==> config.mk <==
export PLATFORM = sky130hd
export DESIGN_NAME = div_unit
export DESIGN_NICKNAME = d
export VERILOG_FILES = /design/src/rtl/cpu_defines.sv /design/src/rtl/div_step.sv /design/src/rtl/div_unit.sv
export SDC_FILE = /design/constraint.sdc
export NUM_CORES = 1
export LEC_CHECK = 0
export BUFFER_PORTS_ARGS = -buffer_cell sky130_fd_sc_hd__buf_2
export CAP_MARGIN = 20
export CORE_MARGIN = 2
export CORE_UTILIZATION = 35
export CTS_CLUSTER_SIZE = 14
export DETAILED_ROUTE_END_ITERATION = 16
export PLACE_DENSITY_LB_ADDON = 0.12
export SYNTH_ARGS = -nofsm -noshare
export SYNTH_HDL_FRONTEND = slang
export SYNTH_SLANG_ARGS = --single-unit
==> constraint.sdc <==
create_clock -name clk -period 7.7 [get_ports clk]
set_input_delay 0.385 -clock clk [delete_from_list [all_inputs] [get_ports clk]]
set_output_delay 0.385 -clock clk [all_outputs]
set_load 0.1 [all_outputs]
==> src/rtl/cpu_defines.sv <==
// Shared definitions for the EX-stage divide unit: state encoding,
// divide funct codes and the default datapath width.
package cpu_defines;

    localparam int DATA_W_DEF = 32;

    localparam logic [5:0] EXE_DIV  = 6'b011010;
    localparam logic [5:0] EXE_DIVU = 6'b011011;

    typedef enum logic [1:0] {
        DIV_IDLE = 2'b00,
        DIV_BUSY = 2'b01,
        DIV_DONE = 2'b10
    } div_state_e;

endpackage

==> src/rtl/div_step.sv <==
// One restoring-division iteration: shift {rem, quot} left by one, then
// subtract the divisor when the shifted remainder is large enough and
// record the outcome in the quotient LSB.
module div_step
    import cpu_defines::*;
#(
    parameter int DATA_W = DATA_W_DEF
) (
    input  logic [DATA_W:0]   rem,
    input  logic [DATA_W-1:0] quot,
    input  logic [DATA_W-1:0] divisor,
    output logic [DATA_W:0]   rem_next,
    output logic [DATA_W-1:0] quot_next
);

    logic [DATA_W+1:0] shifted_s;
    logic              fits_s;

    // Trial subtraction; the extra top bit keeps the compare exact.
    always_comb begin
        shifted_s = {rem, quot[DATA_W-1]};
        fits_s    = (shifted_s >= {2'b00, divisor});
        if (fits_s) begin
            rem_next  = shifted_s[DATA_W:0] - {1'b0, divisor};
            quot_next = {quot[DATA_W-2:0], 1'b1};
        end else begin
            rem_next  = shifted_s[DATA_W:0];
            quot_next = {quot[DATA_W-2:0], 1'b0};
        end
    end

endmodule

==> src/rtl/div_unit.sv <==
// Iterative restoring divider for DIV/DIVU. Stalls the pipeline while it
// iterates (one quotient bit per cycle) and then presents the remainder
// on hi_out and the quotient on lo_out with ready for the HI/LO write.
module div_unit
    import cpu_defines::*;
#(
    parameter int DATA_W = DATA_W_DEF,
    parameter int CNT_W  = 5
) (
    input  logic              clk,
    input  logic              rst,
    input  logic              start,
    input  logic              signed_div,
    input  logic [DATA_W-1:0] opa,
    input  logic [DATA_W-1:0] opb,
    input  logic              flush,
    input  logic              pipe_stall,
    output logic              div_stall,
    output logic              ready,
    output logic [DATA_W-1:0] hi_out,
    output logic [DATA_W-1:0] lo_out
);

    localparam logic [CNT_W-1:0] CNT_LAST = CNT_W'(DATA_W - 1);
    localparam logic [CNT_W-1:0] CNT_ONE  = CNT_W'(1);

    // Two's complement negation when neg is set, identity otherwise.
    function automatic logic [DATA_W-1:0] cond_neg(input logic [DATA_W-1:0] v,
                                                   input logic              neg);
        if (neg) begin
            cond_neg = ~v + {{(DATA_W-1){1'b0}}, 1'b1};
        end else begin
            cond_neg = v;
        end
    endfunction

    div_state_e        state_r, state_next_s;
    logic [DATA_W:0]   rem_r, rem_next_s;
    logic [DATA_W-1:0] quot_r, quot_next_s;
    logic [DATA_W-1:0] divisor_r, divisor_next_s;
    logic [CNT_W-1:0]  cnt_r, cnt_next_s;
    logic              quot_neg_r, quot_neg_next_s;
    logic              rem_neg_r, rem_neg_next_s;
    logic              ready_r, ready_next_s;
    logic [DATA_W-1:0] hi_r, hi_next_s;
    logic [DATA_W-1:0] lo_r, lo_next_s;
    logic              div_stall_s;
    logic [DATA_W:0]   step_rem_s;
    logic [DATA_W-1:0] step_quot_s;

    div_step #(.DATA_W(DATA_W)) u_step (
        .rem       (rem_r),
        .quot      (quot_r),
        .divisor   (divisor_r),
        .rem_next  (step_rem_s),
        .quot_next (step_quot_s)
    );

    // Next-state, datapath updates and the combinational stall request.
    always_comb begin
        state_next_s    = state_r;
        rem_next_s      = rem_r;
        quot_next_s     = quot_r;
        divisor_next_s  = divisor_r;
        cnt_next_s      = cnt_r;
        quot_neg_next_s = quot_neg_r;
        rem_neg_next_s  = rem_neg_r;
        hi_next_s       = hi_r;
        lo_next_s       = lo_r;
        ready_next_s    = 1'b0;
        div_stall_s     = 1'b0;

        if (flush) begin
            // Cancelled instruction: drop everything, keep old results.
            state_next_s = DIV_IDLE;
        end else begin
            case (state_r)
                DIV_IDLE: begin
                    if (start) begin
                        div_stall_s = 1'b1;
                        if (opb == {DATA_W{1'b0}}) begin
                            // Divide by zero completes at once with fixed results.
                            state_next_s = DIV_DONE;
                            hi_next_s    = opa;
                            lo_next_s    = {DATA_W{1'b1}};
                            ready_next_s = 1'b1;
                        end else begin
                            state_next_s    = DIV_BUSY;
                            quot_next_s     = cond_neg(opa, signed_div & opa[DATA_W-1]);
                            divisor_next_s  = cond_neg(opb, signed_div & opb[DATA_W-1]);
                            quot_neg_next_s = signed_div & (opa[DATA_W-1] ^ opb[DATA_W-1]);
                            rem_neg_next_s  = signed_div & opa[DATA_W-1];
                            rem_next_s      = {(DATA_W+1){1'b0}};
                            cnt_next_s      = {CNT_W{1'b0}};
                        end
                    end else begin
                        state_next_s = DIV_IDLE;
                    end
                end
                DIV_BUSY: begin
                    div_stall_s = 1'b1;
                    rem_next_s  = step_rem_s;
                    quot_next_s = step_quot_s;
                    cnt_next_s  = cnt_r + CNT_ONE;
                    if (cnt_r == CNT_LAST) begin
                        state_next_s = DIV_DONE;
                        hi_next_s    = cond_neg(step_rem_s[DATA_W-1:0], rem_neg_r);
                        lo_next_s    = cond_neg(step_quot_s, quot_neg_r);
                        ready_next_s = 1'b1;
                    end else begin
                        state_next_s = DIV_BUSY;
                    end
                end
                DIV_DONE: begin
                    // A start seen here is the same held instruction; ignore it.
                    if (pipe_stall) begin
                        state_next_s = DIV_DONE;
                        ready_next_s = 1'b1;
                    end else begin
                        state_next_s = DIV_IDLE;
                    end
                end
                default: begin
                    state_next_s = DIV_IDLE;
                end
            endcase
        end
    end

    // State and datapath registers with synchronous reset.
    always_ff @(posedge clk) begin
        if (rst) begin
            state_r    <= DIV_IDLE;
            rem_r      <= {(DATA_W+1){1'b0}};
            quot_r     <= {DATA_W{1'b0}};
            divisor_r  <= {DATA_W{1'b0}};
            cnt_r      <= {CNT_W{1'b0}};
            quot_neg_r <= 1'b0;
            rem_neg_r  <= 1'b0;
            ready_r    <= 1'b0;
            hi_r       <= {DATA_W{1'b0}};
            lo_r       <= {DATA_W{1'b0}};
        end else begin
            state_r    <= state_next_s;
            rem_r      <= rem_next_s;
            quot_r     <= quot_next_s;
            divisor_r  <= divisor_next_s;
            cnt_r      <= cnt_next_s;
            quot_neg_r <= quot_neg_next_s;
            rem_neg_r  <= rem_neg_next_s;
            ready_r    <= ready_next_s;
            hi_r       <= hi_next_s;
            lo_r       <= lo_next_s;
        end
    end

    assign div_stall = div_stall_s;
    assign ready     = ready_r;
    assign hi_out    = hi_r;
    assign lo_out    = lo_r;

endmodule
==> results.md, run 1 <==
Timing:
- Setup repair after global routing left no endpoint under its margin.
- The sum of negative setup slack is 0 ns.
- The final setup violation count is 0.
- Across all hold checks on the routed design, the worst slack comes to 0.2507 ns.
- The final count of hold timing violations was 0.
- The final critical path takes up 70.14% of the cycle.
- At the pin with the least slew margin, the transition time is 1.076 ns.
- The worst path needs 5.401 ns of the cycle, external delays included.
- The count of final max-slew check failures is 0.
- Static timing analysis puts the maximum clock frequency at 0.1851 GHz.
- Measured against its own limit, the worst slew margin works out to 28.29%.
- The largest clock skew in the final design is 0.01408 ns.

Logic synthesis:
- By area the synthesized netlist is led by sky130_fd_sc_hd__dfxtp_1 (29%), sky130_fd_sc_hd__nor2_1 (7.0%), sky130_fd_sc_hd__nand2_1 (6.2%), sky130_fd_sc_hd__a21oi_1 (5.8%), sky130_fd_sc_hd__xor2_1 (5.0%).
- During synthesis, Yosys emitted a total of 0 warnings.
- The net count after synthesis is 1720.
- After synthesis the netlist holds a flip-flop and latch count of 170.
- The commonest cells after synthesis are sky130_fd_sc_hd__nor2_1 (221), sky130_fd_sc_hd__nand2_1 (195), sky130_fd_sc_hd__dfxtp_1 (170).
- The top-area cell type share of the netlist area is 28.67%.
- A synthesized cell averages 7.367 um2.
- Sequential elements use 28.67% of the synthesized area.
- Synthesis handed over a netlist of 1611 instances.
- After synthesis the cells add up to 11870 um2.
- The biggest area consumer among synthesized cells is sky130_fd_sc_hd__dfxtp_1.
- The fraction of synthesis flops using an asynchronous set or reset pin is 0%.
- After synthesis, the netlist uses 86 different library cells.
- The most used flip-flop cell after synthesis is sky130_fd_sc_hd__dfxtp_1.
- The number of enable flip-flop cells after synthesis is 0.
- The dominant cell by count in the synthesized netlist is sky130_fd_sc_hd__nor2_1.

Clock tree:
- The clock transition at the register clock pins on the worst setup and hold paths after CTS is 0.07 ns.
- In this run, post-CTS hold repair placed 0 buffers.
- CTS placed an instance of sky130_fd_sc_hd__clkbuf_16 at the clock tree root.
- The number of clock buffers added by TritonCTS is 17.
- The clock network latency to the later pin of the worst-skew pair is 0.44 ns.
- The TritonCTS clock tree is built.
- The H-tree depth is 4.
- The clock passes through at most 2 buffers.
- The tree built by TritonCTS fans out to 170 sinks.
- Gates resized during post-CTS repair numbered 0.
- The buffers inserted during post-CTS setup optimization is 0.

Setup path:
- The critical setup path kind is flip-flop to flip-flop.
- The depth of the most critical reg-to-reg path is 19.
- Walking the worst path, the cells encountered are inv_1 > ha_1 > inv_1 > fa_1 > a211oi_1 > o21ai_0 > a32oi_2 > a2111o_1 > nand2_4 > mux2i_1 > ha_1 > o211a_1 > o21ai_0 > nor4_1 > o21bai_1 > nor4b_1 > a21oi_1 > xnor2_1 > a211oi_1.
- The startpoint identified for the worst register-to-register timing path is quot_r[31].
- The most critical setup path has its startpoint at quot_r[31].
- The largest single stage delay on the critical path is 0.50 ns.
- STA classifies the critical path endpoint as a flip-flop.
- The arrival time at the worst endpoint is 5.75 ns.
- The slowest stage of the critical path is the sky130_fd_sc_hd__nor4b_1 cell.
- The setup slack of the most critical reg-to-reg path is 2.30 ns.
- The highest fanout seen on the critical path is 43.
- The worst register-to-register path ends at hi_out[26].
- The critical path contains buffers and inverters numbering 2 combined.
- The required time of the worst setup path is 8.05 ns.
- The worst setup path is launched from a flip-flop.
- Among cell families on the critical path, the largest total delay comes from compound AO/OA/AOI/OAI gates.

Floorplan:
- The placeable core region is 33450 um2.
- The initial core utilization is 35.48%.
- In this run the vertical extent of the chip is 188.2 um.
- The die width is 188.2 um.
- The die footprint is 35400 um2.
- The total number of placement rows is 67.
- The I/O pin count is 136.

Drt:
- The number of iterations in the first detailed-routing pass is 7.
- In the routed design, unresolved DRC markers number 0.
- The routed via count divided by cell count is 5.527.
- The wire length per cell after detailed routing is 18.37 um.
- For this block, the via count after detailed routing is 11833.
- The number of nets with antenna violations after detailed routing is 0.
- The routed wire length is 39.34 mm.
- The first routing iteration left 753 violations.

Power and ir drop:
- Overall power consumption after layout is estimated at 2.402 mW.
- The cell leakage power is 5.120 nW.
- The power share of the combinational group is 24.4%.
- The share of power burned in the clock network is 36.9%.
- The switching fraction of total power is 32.73%.
- Across the VDD grid, the largest voltage drop is 0.1639 mV.
- The internal cell power is 1.616 mW.
- The total power divided by cell area is 179.4 nW/um2.
- The switching component of the power is 0.7863 mW.
- The share of power burned in registers is 38.6%.

Finish:
- Counting the fill cells in the layout gives 3552.
- The total area of multi-input combinational cells is 7824 um2.
- Compared with the post-synthesis result, the final layout area differs by 12.83%.
- The fraction of layout cells with a size suffix above 1 is 12.71%.
- In the final layout, flip-flops and latches occupy 3403 um2.
- The number of nets in the final layout is 1788.

GRT:
- Global routing finished with a remaining overflow of 0.
- The combined global-route utilization of all metal layers is 21.76%.
- The number of antenna violations at the first check in global routing is 0.
- Entering global routing, the biggest net connects 97 pins.
- The first global-routing pass estimated 61.58 mm of wire.
- The via count of the first global-routing pass is 10840.

Flow run:
- The number of max-cap violations is 0.

Hold path:
- The start point of the worst hold path is flush.
- Along the worst hold path, the cell count comes to 2.
- For hold timing, the worst endpoint is state_r[1].
- The worst min-delay path category is primary input to flip-flop.

Placement:
- In this run the tool buffered the top-level ports with 135 buffer cells.
- The placer's final routability congestion estimate is 0.9427.
- Detailed placement ended at an HPWL of 29.46 mm.

Run status:
- The flow ran to the end, and the final reports show no timing, DRC or antenna violations.
[cells by family (layout without fill, tap and decap cells)]
family | count (synthesis) | count (layout) | synth area share [%]
flops | 170 | 170 | 28.67
compound gates | 478 | 478 | 26.32
simple gates | 618 | 618 | 24.15
xor+xnor | 131 | 131 | 9.667
buf+inv | 158 | 239 | 5.566
fa+ha+maj | 39 | 39 | 4.175
mux | 17 | 17 | 1.444
other cells | 0 | 1 | 0
[area by class of cell]
cell class,instances,share of cell area [%]
inverters,55,1.542
flip-flops and latches,170,25.41
clock inverters,10,0.8783
repair buffers,152,5.998
diodes,1,0.01869
well taps,448,4.186
multi-input cells,1283,58.42
clock buffers,22,3.541
[how the worst max path moves through the flow]
stage / slack (ns) / endpoint / depth (start not counted)
floorplan: 2.94 / lo_out[20] / 21
global placement: 2.55 / lo_out[29] / 16
detailed placement: 2.42 / lo_out[29] / 16
CTS: 2.36 / lo_out[29] / 16
global route: 1.75 / hi_out[26] / 19
finish: 2.30 / hi_out[26] / 19
[state kept, by name, indices dropped and copies added (netlist names)]
register,count
rem_r,33
divisor_r,32
hi_out,32
lo_out,32
quot_r,32
cnt_r,5
state_r,2
quot_neg_r,1
rem_neg_r,1
[through the flow]
step	utilization, %	setup WS, ns	instance area [um2]	std cells
2_1_floorplan	-	2.940	11870	1611
3_3_place_gp	38.24	2.545	12790	2107
3_5_place_dp	38.24	2.423	12790	2107
4_1_cts	40.01	2.364	13380	2139
5_1_grt	40.03	1.746	13390	2140
6_report	40.04	2.299	13390	2141
[layer usage]
layer / up-vias / GRT usage, % / wire, um
li1: 5937 / - / -
met1: 5585 / 29.68 / 19060
met2: 279 / 35.62 / 18120
met3: 32 / 2.733 / 1243
met4: 0 / 6.905 / 912
met5: - / 0 / 0
[cells in the final DEF (no fill, tap or decap), drive strengths merged, types with 41 or more instances in the layout]
cell type,instances
a211oi,80
buf,151
a21oi,138
o21ai,80
nor2,222
dfxtp,170
nand2,196
xor2,68
nor3,41
inv,54
xnor2,63
[power by group through the flow]
stage                     Combinational (mW)  Clock (mW)  Sequential [mW]
after floorplan                        0.425           0            0.941
after global placement                 0.579           0            0.947
after detailed placement               0.581           0            0.948
after CTS                              0.584       0.904            0.927
after global routing                   0.649       0.936            0.931
final                                  0.587       0.887            0.928
(Power assumes the default switching activity.)
==> run 2, diff against run 1 <==
==> constraint.sdc (replaced) <==
create_clock -name clk -period 5.05 [get_ports clk]
set_input_delay 0.2525 -clock clk [delete_from_list [all_inputs] [get_ports clk]]
set_output_delay 0.2525 -clock clk [all_outputs]
set_load 0.1 [all_outputs]
==> run 2 against run 1 <==
Compared with the run above: global-route usage rose by 0.53 points; die area did not move; critical path depth fell by 4; count of clock-buffer cells in the layout fell by 5; sequential share of layout area fell by 0.35 points; fmax rose by 14%; utilization rose by 0.55 points; total power rose by 53%; clock power rose by 52%; clock skew fell by 0.0015 ns; register-to-register slack got worse by 2.0 ns; hold slack got worse by 0.15 ns.
==> results.md, run 2 (synthesized netlist as in run 1, its figures left out) <==
GRT:
- The via count of the first global-routing pass is 11014 (+1.6%).
- The residual overflow from global routing is 0 (unchanged).
- The combined global-route utilization of all metal layers is 22.29% (+0.53 points).
- The global-route wire length before repair came to 62.79 mm (+2.0%).
- The pin count of the biggest net entering global routing is 85 (-12%).
- The number of antenna violations at the first check in global routing is 0 (unchanged).

Clock tree:
- The TritonCTS clock tree is built.
- The worst-case clock buffer depth is 2 (unchanged).
- The clock net sink count came to 170 (unchanged).
- The clock transition at the register clock pins on the worst setup and hold paths after CTS is 0.07 ns (about the same).
- The cell at the root of the clock tree is sky130_fd_sc_hd__clkbuf_16.
- The H-tree depth is 4 (unchanged).
- The number of buffers inserted for hold repair after clock tree synthesis is 0 (unchanged).
- The clock network latency to the later pin of the worst-skew pair is 0.45 ns (about the same).
- The clock buffer count from CTS is 17 (unchanged).

Timing:
- The count of final max-slew check failures came to 0 (unchanged).
- The largest clock skew in the final design is 0.01260 ns (-0.001473 ns).
- The final worst-path cycle share was 93.65% (+24 points).
- The highest attainable clock frequency came to 0.2114 GHz (+14%).
- The headroom to the max-slew limit came to 38.85% (+11 points).
- The final count of hold timing violations is 0 (unchanged).
- The worst hold margin was 0.1009 ns (-0.1498 ns).
- The time the worst path needs with I/O delays and setup is 4.729 ns (-0.6718 ns).
- The transition time at the pin with the least slew margin is 0.9088 ns (-0.1668 ns).
- The final setup violation count is 0 (unchanged).

Power and ir drop:
- The power share of the combinational group is 24.8% (+0.4 points).
- The switching fraction of total power is 33.45% (+0.72 points).
- The peak supply drop is 0.2433 mV (+48%).
- The cell leakage power was 5.233 nW (+2.2%).
- The share of power burned in the clock network is 36.8% (about the same).
- The share of power burned in registers is 38.4% (-0.2 points).
- The switching component of the power is 1.232 mW (+57%).
- The internal cell power was 2.450 mW (+52%).
- The total power divided by cell area is 271.2 nW/um2 (+51%).

Flow run:
- The number of max-cap violations was 0 (unchanged).

Floorplan:
- The placeable core region is 33450 um2 (unchanged).
- The die footprint is 35400 um2 (unchanged).
- The total number of placement rows is 67 (unchanged).
- The die height was 188.2 um (unchanged).
- The die width is 188.2 um (unchanged).
- The I/O pin count was 136 (unchanged).
- The initial core utilization is 35.48% (unchanged).

Drt:
- The wire length per cell after detailed routing is 18.28 um (-0.48%).
- The DRC marker count from the first detailed-route iteration is 729 (-3.2%).
- The number of iterations in the first detailed-routing pass is 6 (-1).
- The final routed DRC violation total is 0 (unchanged).
- The number of nets with antenna violations after detailed routing is 0 (unchanged).
- The via count is 11866 (+0.28%).
- The routed via count divided by cell count was 5.494 (-0.60%).
- The routed wire length is 39.50 mm (+0.40%).

Placement:
- The placer's final routability congestion estimate is 0.8718 (-7.5%).
- The placed instance area was 12950 um2 (+1.3%).
- The port buffer count is 135 (unchanged).
- The HPWL reported at the end of detailed placement is 30.56 mm (+3.7%).

Finish:
- The flip-flop count of the largest register, all copies and words added was 33 (unchanged).
- The cell area after layout was 13580 um2 (+1.4%).
- The fraction of layout cells with a size suffix above 1 was 13.97% (+1.3 points).
- The fill cell instance count of the final layout is 3558 (+0.17%).
- Leaving out fill and tap cells, the most frequent cell in the layout is sky130_fd_sc_hd__nor2_1.
- The layout overhead on the synthesized area is 14.39%.
- The utilization after layout is 40.59% (+0.55 points).
- In the layout the commonest cells are sky130_fd_sc_hd__nor2_1 (220), sky130_fd_sc_hd__nand2_1 (195), sky130_fd_sc_hd__dfxtp_1 (170), sky130_fd_sc_hd__a21oi_1 (138), sky130_fd_sc_hd__buf_2 (134).
- The number of nets in the final layout is 1807 (+1.1%).
- Ranked by flip-flop count, first place goes to rem_r.

Setup path:
- The critical path endpoint category is a flip-flop.
- The setup slack of the most critical reg-to-reg path is 0.32 ns (-1.98 ns).
- The capture instance of the worst register-to-register path is hi_out[30].
- The kind of launch point of the worst setup path is a flip-flop.
- The arrival time at the worst endpoint is 5.03 ns (-0.72 ns).
- The critical setup path kind is flip-flop to flip-flop.
- The launching point of the worst reg2reg path is rem_r[10].
- The highest fanout seen on the critical path is 17 (-60%).
- The depth of the most critical reg-to-reg path is 15 (-4).
- The required time of the worst setup path is 5.35 ns (-2.70 ns).

Run status:
- The run finished with clean final reports.

Hold path:
- The tightest min-delay check is of the primary input to flip-flop type.
- The number of instances on the worst hold path came to 2 (unchanged).
- For hold timing, the worst endpoint is state_r[1].
- The startpoint identified for the worst hold timing path is flush.
-- run 2: cell count changes in the layout (fill, tap and decap cells not counted), sizes merged --
| cell | change |
|---|---|
| buf | +20 |
| inv | +5 |
| clkinv | +1 |
| clkinvlp | -1 |
| clkbuf | -6 |
-- run 2: stage by stage --
| stage | power [mW] | cells | worst slack [ns] | setup TNS, ns |
|---|---|---|---|---|
| after global placement | 2.347 | 2125 | 0.3082 | 0 |
| after detailed placement | 2.349 | 2125 | 0.05291 | 0 |
| after CTS | 3.721 | 2157 | 0.02934 | 0 |
| after global routing | 3.879 | 2159 | -0.003328 | -0.003328 |
| final | 3.682 | 2160 | 0.3207 | 0 |
| after floorplan | 2.082 | 1611 | 0.2897 | 0 |
-- run 2: how the worst max path moves through the flow --
stage	endpoint	cells past startpoint	slack, ns	startpoint
after detailed placement	hi_out[26]	18	0.05	quot_r[31]
final	hi_out[30]	15	0.32	rem_r[10]
after floorplan	lo_out[20]	21	0.29	quot_r[31]
after global placement	hi_out[26]	18	0.31	quot_r[31]
after CTS	hi_out[30]	17	0.03	quot_r[31]
after global routing	hi_out[30]	18	-0.003	quot_r[31]
-- run 2: area by class of cell --
cell class | count | area [um2] | area share, %
Tap cell | 448 | 560.5 | 4.129
Timing Repair Buffer | 171 | 973.4 | 7.170
Antenna cell | 1 | 2.502 | 0.01843
Multi-Input combinational cell | 1283 | 7840 | 57.75
Clock buffer | 17 | 425.4 | 3.133
Clock inverter | 15 | 165.2 | 1.216
Inverter | 55 | 206.4 | 1.521
Sequential cell | 170 | 3403 | 25.07
-- run 2: critical path, stage by stage (launching register included) --
cell and delay [ns]:
sky130_fd_sc_hd__dfxtp_1 0.39, sky130_fd_sc_hd__ha_1 0.45, sky130_fd_sc_hd__nand4_1 0.24, sky130_fd_sc_hd__o21ai_0 0.34
sky130_fd_sc_hd__nand2_1 0.16, sky130_fd_sc_hd__a2111o_1 0.54, sky130_fd_sc_hd__nand2_4 0.26, sky130_fd_sc_hd__mux2i_1 0.32
sky130_fd_sc_hd__ha_1 0.23, sky130_fd_sc_hd__o211a_1 0.16, sky130_fd_sc_hd__o21ai_0 0.16, sky130_fd_sc_hd__nor4_1 0.24
sky130_fd_sc_hd__o21bai_1 0.22, sky130_fd_sc_hd__or4_4 0.46, sky130_fd_sc_hd__a211oi_1 0.30, sky130_fd_sc_hd__nor4b_2 0.09
-- run 2: what timing repair did --
action                                  CTS  global route
pin swaps                                 0             1
endpoints found under the setup margin    1            19
buffers inserted                          0             2
hold endpoints to repair                  0             0
resized for setup                         1             4
-- run 2: routing by layer --
metal  track usage, %  part of all wire (%)  vias to the layer above  routed length (um)
met5                0                     0                        -                   0
met4            6.784                   2.0                        0                 790
li1                 -                     -                     5989                   -
met3            2.564                   3.8                       34                1506
met1            30.49                    48                     5573               18760
met2            36.69                    47                      270               18430
-- run 2: power groups by stage --
stage                     sequential, mW  clock [mW]  combinational (mW)
final                               1.41        1.35               0.912
after global routing                1.42        1.45                1.01
after CTS                           1.41        1.40               0.911
after detailed placement            1.44           0               0.904
after global placement              1.44           0               0.903
after floorplan                     1.43           0               0.648
==> run 3, diff against run 2 <==
--- a/config.mk
+++ b/config.mk
@@ -5,12 +5,14 @@
 export SDC_FILE = /design/constraint.sdc
 export NUM_CORES = 1
 export LEC_CHECK = 0
+export ABC_AREA = 1
 export BUFFER_PORTS_ARGS = -buffer_cell sky130_fd_sc_hd__buf_2
 export CAP_MARGIN = 20
 export CORE_MARGIN = 2
 export CORE_UTILIZATION = 35
 export CTS_CLUSTER_SIZE = 14
 export DETAILED_ROUTE_END_ITERATION = 16
+export MAX_ROUTING_LAYER = met4
 export PLACE_DENSITY_LB_ADDON = 0.12
 export SYNTH_ARGS = -nofsm -noshare
 export SYNTH_HDL_FRONTEND = slang
==> run 3 against run 2 <==
Compared with the run above: clock power grew 9.6%; die area grew 7.9%; wire length grew 17%; global-route usage grew 2.9 points; sequential power grew 3%; sequential cell count is the same.
==> results.md, run 3 <==
GRT:
- The via count of the first global-routing pass came to 12996 (+18%).
- The combined global-route utilization of all metal layers came to 25.14% (+2.9 points).
- The number of antenna violations at the first check in global routing is 0 (unchanged).
- The pin count of the biggest net entering global routing is 79 (-7.1%).
- The global-route wire length before repair is 72.82 mm (+16%).
- The residual overflow from global routing is 0 (unchanged).

Logic synthesis:
- The top-area cell type share of the netlist area is 26.52% (-2.2 points).
- The number of enable flip-flop cells after synthesis came to 0 (unchanged).
- The synthesis warning total is 0 (unchanged).
- The number of distinct library cells after synthesis is 54 (-37%).
- The synthesized-area fraction occupied by ao, oa, aoi and oai cells was 19.80% (-6.5 points).
- The share of cell area taken by muxes after synthesis is 0.2340% (-1.2 points).
- By area, the combinational part of the netlist is dominated by simple AND/OR/NAND/NOR gates.
- The share of synthesized cell area in and, or, nand and nor gates is 35.18% (+11 points).
- The share of synthesized cell area in full adder, half adder and majority cells is 3.861% (-0.31 points).
- By count the netlist is led by sky130_fd_sc_hd__nand2_1 (550), sky130_fd_sc_hd__inv_1 (237), sky130_fd_sc_hd__a21oi_1 (198).
- Among all cell types in the netlist, the one instantiated most often is sky130_fd_sc_hd__nand2_1.
- Sorting the synthesized cells by area gives the leading types as sky130_fd_sc_hd__dfxtp_1 (27%), sky130_fd_sc_hd__nand2_1 (16%), sky130_fd_sc_hd__a21oi_1 (7.7%), sky130_fd_sc_hd__inv_1 (6.9%), sky130_fd_sc_hd__o21ai_0 (6.8%).
- The number of register bits inferred by synthesis was 170 (unchanged).
- The area share of xor/xnor cells in the synthesized design came to 3.890% (-5.8 points).
- The part of the Yosys area used for sequential elements is 26.52% (-2.2 points).
- The net count after synthesis is 2208 (+28%).
- The fraction of synthesis flops using an asynchronous set or reset pin is 0% (unchanged).
- The biggest area contributor in the post-synthesis netlist is sky130_fd_sc_hd__dfxtp_1.
- The synthesized instance count was 2099 (+30%).
- The synthesized area was 12830 um2 (+8.1%).
- The synthesized area divided by synthesized cell count came to 6.114 um2 (-17%).
- The most used flip-flop cell after synthesis is sky130_fd_sc_hd__dfxtp_1.

Finish:
- Leaving out fill and tap cells, the most frequent cell in the layout is sky130_fd_sc_hd__nand2_1.
- The layout overhead on the synthesized area is 13.23%.
- The flip-flop count of the largest register, all copies and words added came to 33 (unchanged).
- The final standard cell count with taps included and fillers excluded was 2667 (+23%).
- The utilization after layout came to 39.98% (-0.61 points).
- The number of nets in the final layout is 2295 (+27%).
- The fraction of layout cells with a size suffix above 1 was 13.37% (-0.60 points).
- The total inserted antenna cells was 0 (-1).
- The library cells used most frequently in the layout, excluding fill and tap cells, are sky130_fd_sc_hd__nand2_1 (550), sky130_fd_sc_hd__inv_1 (236), sky130_fd_sc_hd__a21oi_1 (198), sky130_fd_sc_hd__o21ai_0 (175), sky130_fd_sc_hd__dfxtp_1 (170).
- The fill cell instance count of the final layout is 4025 (+13%).
- The register with the highest flop count is rem_r.

Drt:
- The wire length per cell after detailed routing is 17.34 um (-5.2%).
- The routed via count divided by cell count is 5.207 (-5.2%).
- The routed wire length is 46.24 mm (+17%).
- The number of iterations in the first detailed-routing pass was 6 (unchanged).
- The via count is 13887 (+17%).
- The number of nets with antenna violations after detailed routing is 0 (unchanged).
- The highest metal layer used by the detailed router is met4.
- The wire length the detailed router placed on met1 is 22.38 mm (+19%).
- The sum of met3 wire segment lengths after detailed routing is 2.240 mm (+49%).
- The routed wire length on met2 is 20.84 mm (+13%).
- The DRC marker count from the first detailed-route iteration was 1107 (+52%).
- The final routed DRC violation total was 0 (unchanged).

Floorplan:
- The initial core utilization is 35.31% (-0.18 points).
- The total number of placement rows is 70 (+4.5%).
- The die width is 195.5 um (+3.9%).
- The placeable core region is 36350 um2 (+8.7%).
- The die height was 195.5 um (+3.9%).
- The I/O pin count is 136 (unchanged).
- The die footprint was 38210 um2 (+7.9%).

Run status:
- The flow ran to the end, and the final reports show no timing, DRC or antenna violations.

Timing:
- The worst hold margin was 0.08406 ns (-0.01682 ns).
- The headroom to the max-slew limit is 41.42% (+2.6 points).
- Setup repair after global routing left no endpoint under its margin.
- The largest clock skew in the final design is 0.01271 ns (+0.0001047 ns).
- The final worst-path cycle share was 88.49% (-5.2 points).
- The time the worst path needs with I/O delays and setup came to 4.469 ns (-0.2604 ns).
- The highest attainable clock frequency is 0.2238 GHz (+5.8%).
- The final setup violation count is 0 (unchanged).
- The sum of negative setup slack was 0 ns (unchanged).
- The final count of hold timing violations was 0 (unchanged).
- The transition time at the pin with the least slew margin is 0.8787 ns (-0.03014 ns).
- The count of final max-slew check failures was 0 (unchanged).

Clock tree:
- The worst-case clock buffer depth is 2 (unchanged).
- The clock network latency to the later pin of the worst-skew pair is 0.46 ns (about the same).
- The clock buffer count from CTS is 17 (unchanged).
- The cell sitting at the root of the clock tree is a sky130_fd_sc_hd__clkbuf_16.
- TritonCTS built the clock tree.
- The H-tree depth was 4 (unchanged).
- The number of buffers inserted for hold repair after clock tree synthesis is 0 (unchanged).
- The buffers inserted during post-CTS setup optimization was 0 (unchanged).
- The clock net sink count is 170 (unchanged).
- The clock transition at the register clock pins on the worst setup and hold paths after CTS is 0.07 ns (about the same).
- The quantity of gates resized following cts is 0 (-1).

Hold path:
- The worst min-delay path category is primary input to flip-flop.

Placement:
- The port buffer count is 135 (unchanged).
- The HPWL reported at the end of detailed placement was 35.55 mm (+16%).
- The cell count after placement was 2635 (+24%).
- The placer's final routability congestion estimate is 0.9274 (+6.4%).

Setup path:
- The critical setup path kind is flip-flop to flip-flop.
- STA classifies the critical path endpoint as a flip-flop.
- The kind of launch point of the worst setup path is a flip-flop.
- The required time of the worst setup path is 5.37 ns (+0.02 ns).
- The highest fanout seen on the critical path is 5 (-12).
- The arrival time at the worst endpoint was 4.78 ns (-0.25 ns).

Power and ir drop:
- The share of power burned in registers is 33.9% (-4.5 points).
- The cell leakage power was 6.985 nW (+33%).
- The power share of the combinational group is 31.5% (+6.7 points).
- The internal cell power is 2.618 mW (+6.8%).
- The switching fraction of total power was 38.61% (+5.2 points).
- The share of power burned in the clock network is 34.6% (-2.2 points).
- The peak supply drop is 0.2470 mV (+1.5%).
- The total power divided by cell area is 293.4 nW/um2 (+8.2%).
- The switching component of the power is 1.646 mW (+34%).

Flow run:
- The number of max-cap violations is 0 (unchanged).
run 3: changes by cell type after synthesis, sizes merged, moves of 49 or more:
| cell | change |
|---|---|
| nand2 | +386 |
| inv | +197 |
| nand3 | +138 |
| o21ai | +104 |
| a211oi | -77 |
| a21oi | +66 |
| xnor2 | -49 |
run 3: power by group through the flow:
stage / sequential [mW] / combinational [mW] / clock (mW)
after floorplan: 1.61 / 0.820 / 0
after global placement: 1.47 / 1.32 / 0
after detailed placement: 1.48 / 1.32 / 0
after CTS: 1.44 / 1.33 / 1.50
after global routing: 1.45 / 1.49 / 1.56
final: 1.45 / 1.34 / 1.48
run 3: final cells by class:
type	count	area [um2]	area share, %
clock inverters	13	190.2	1.309
inverters	256	960.9	6.613
clock buffers	19	442.9	3.048
multi-input cells	1588	8105	55.78
well taps	468	585.6	4.030
flip-flops and latches	170	3403	23.42
repair buffers	153	843.3	5.803
run 3: per-stage QoR:
| step | cell area [um2] | setup WS [ns] | power, mW |
|---|---|---|---|
| 2_1_floorplan | 12830 | 1.249 | 2.428 |
| 3_3_place_gp | 13870 | 0.7422 | 2.794 |
| 3_5_place_dp | 13900 | 0.6535 | 2.799 |
| 4_1_cts | 14530 | 0.6323 | 4.278 |
| 5_1_grt | 14530 | 0.1348 | 4.497 |
| 6_report | 14530 | 0.5812 | 4.264 |
run 3: path summary, 6_finish.rpt:
path | from | end | slack, ns | cells past startpoint
worst min register to register | lo_out[17] | lo_out[17] | 0.46 | 2
worst min-delay path | pipe_stall | state_r[1] | 0.08 | 3
worst max-delay path | quot_r[31] | lo_out[30] | 0.58 | 25
worst max register to register | quot_r[31] | lo_out[30] | 0.58 | 25
run 3: worst max-delay path: stages, from the launching register on:
cell and delay [ns]:
sky130_fd_sc_hd__dfxtp_1 0.34, sky130_fd_sc_hd__inv_1 0.06, sky130_fd_sc_hd__ha_1 0.16, sky130_fd_sc_hd__inv_1 0.09, sky130_fd_sc_hd__fa_1 0.46, sky130_fd_sc_hd__nand3_1 0.13
sky130_fd_sc_hd__nand3_2 0.14, sky130_fd_sc_hd__nand2_2 0.10, sky130_fd_sc_hd__nand2_2 0.07, sky130_fd_sc_hd__nand2_4 0.09, sky130_fd_sc_hd__nand2_8 0.05, sky130_fd_sc_hd__inv_2 0.14
sky130_fd_sc_hd__ha_1 0.19, sky130_fd_sc_hd__inv_1 0.05, sky130_fd_sc_hd__nor3_1 0.22, sky130_fd_sc_hd__nand3_1 0.14, sky130_fd_sc_hd__nor3_1 0.23, sky130_fd_sc_hd__nand3_1 0.14
sky130_fd_sc_hd__or2_2 0.35, sky130_fd_sc_hd__nand2_1 0.11, sky130_fd_sc_hd__o21ai_0 0.17, sky130_fd_sc_hd__a21oi_1 0.25, sky130_fd_sc_hd__o21ai_0 0.20, sky130_fd_sc_hd__a21oi_1 0.19
sky130_fd_sc_hd__xor2_1 0.16, sky130_fd_sc_hd__a21oi_1 0.08
run 3: per-layer routing:
metal | vias to the layer above | GRT usage, %
met4 | 0 | 6.022
met2 | 323 | 39.91
met1 | 6459 | 33.34
li1 | 7067 | -
met5 | - | -
met3 | 38 | 4.180
run 3: logic make-up after synthesis:
family / count (synthesis)
simple gates: 1025
mux: 3
flops: 170
xor+xnor: 57
fa+ha+maj: 39
compound gates: 464
buf+inv: 341
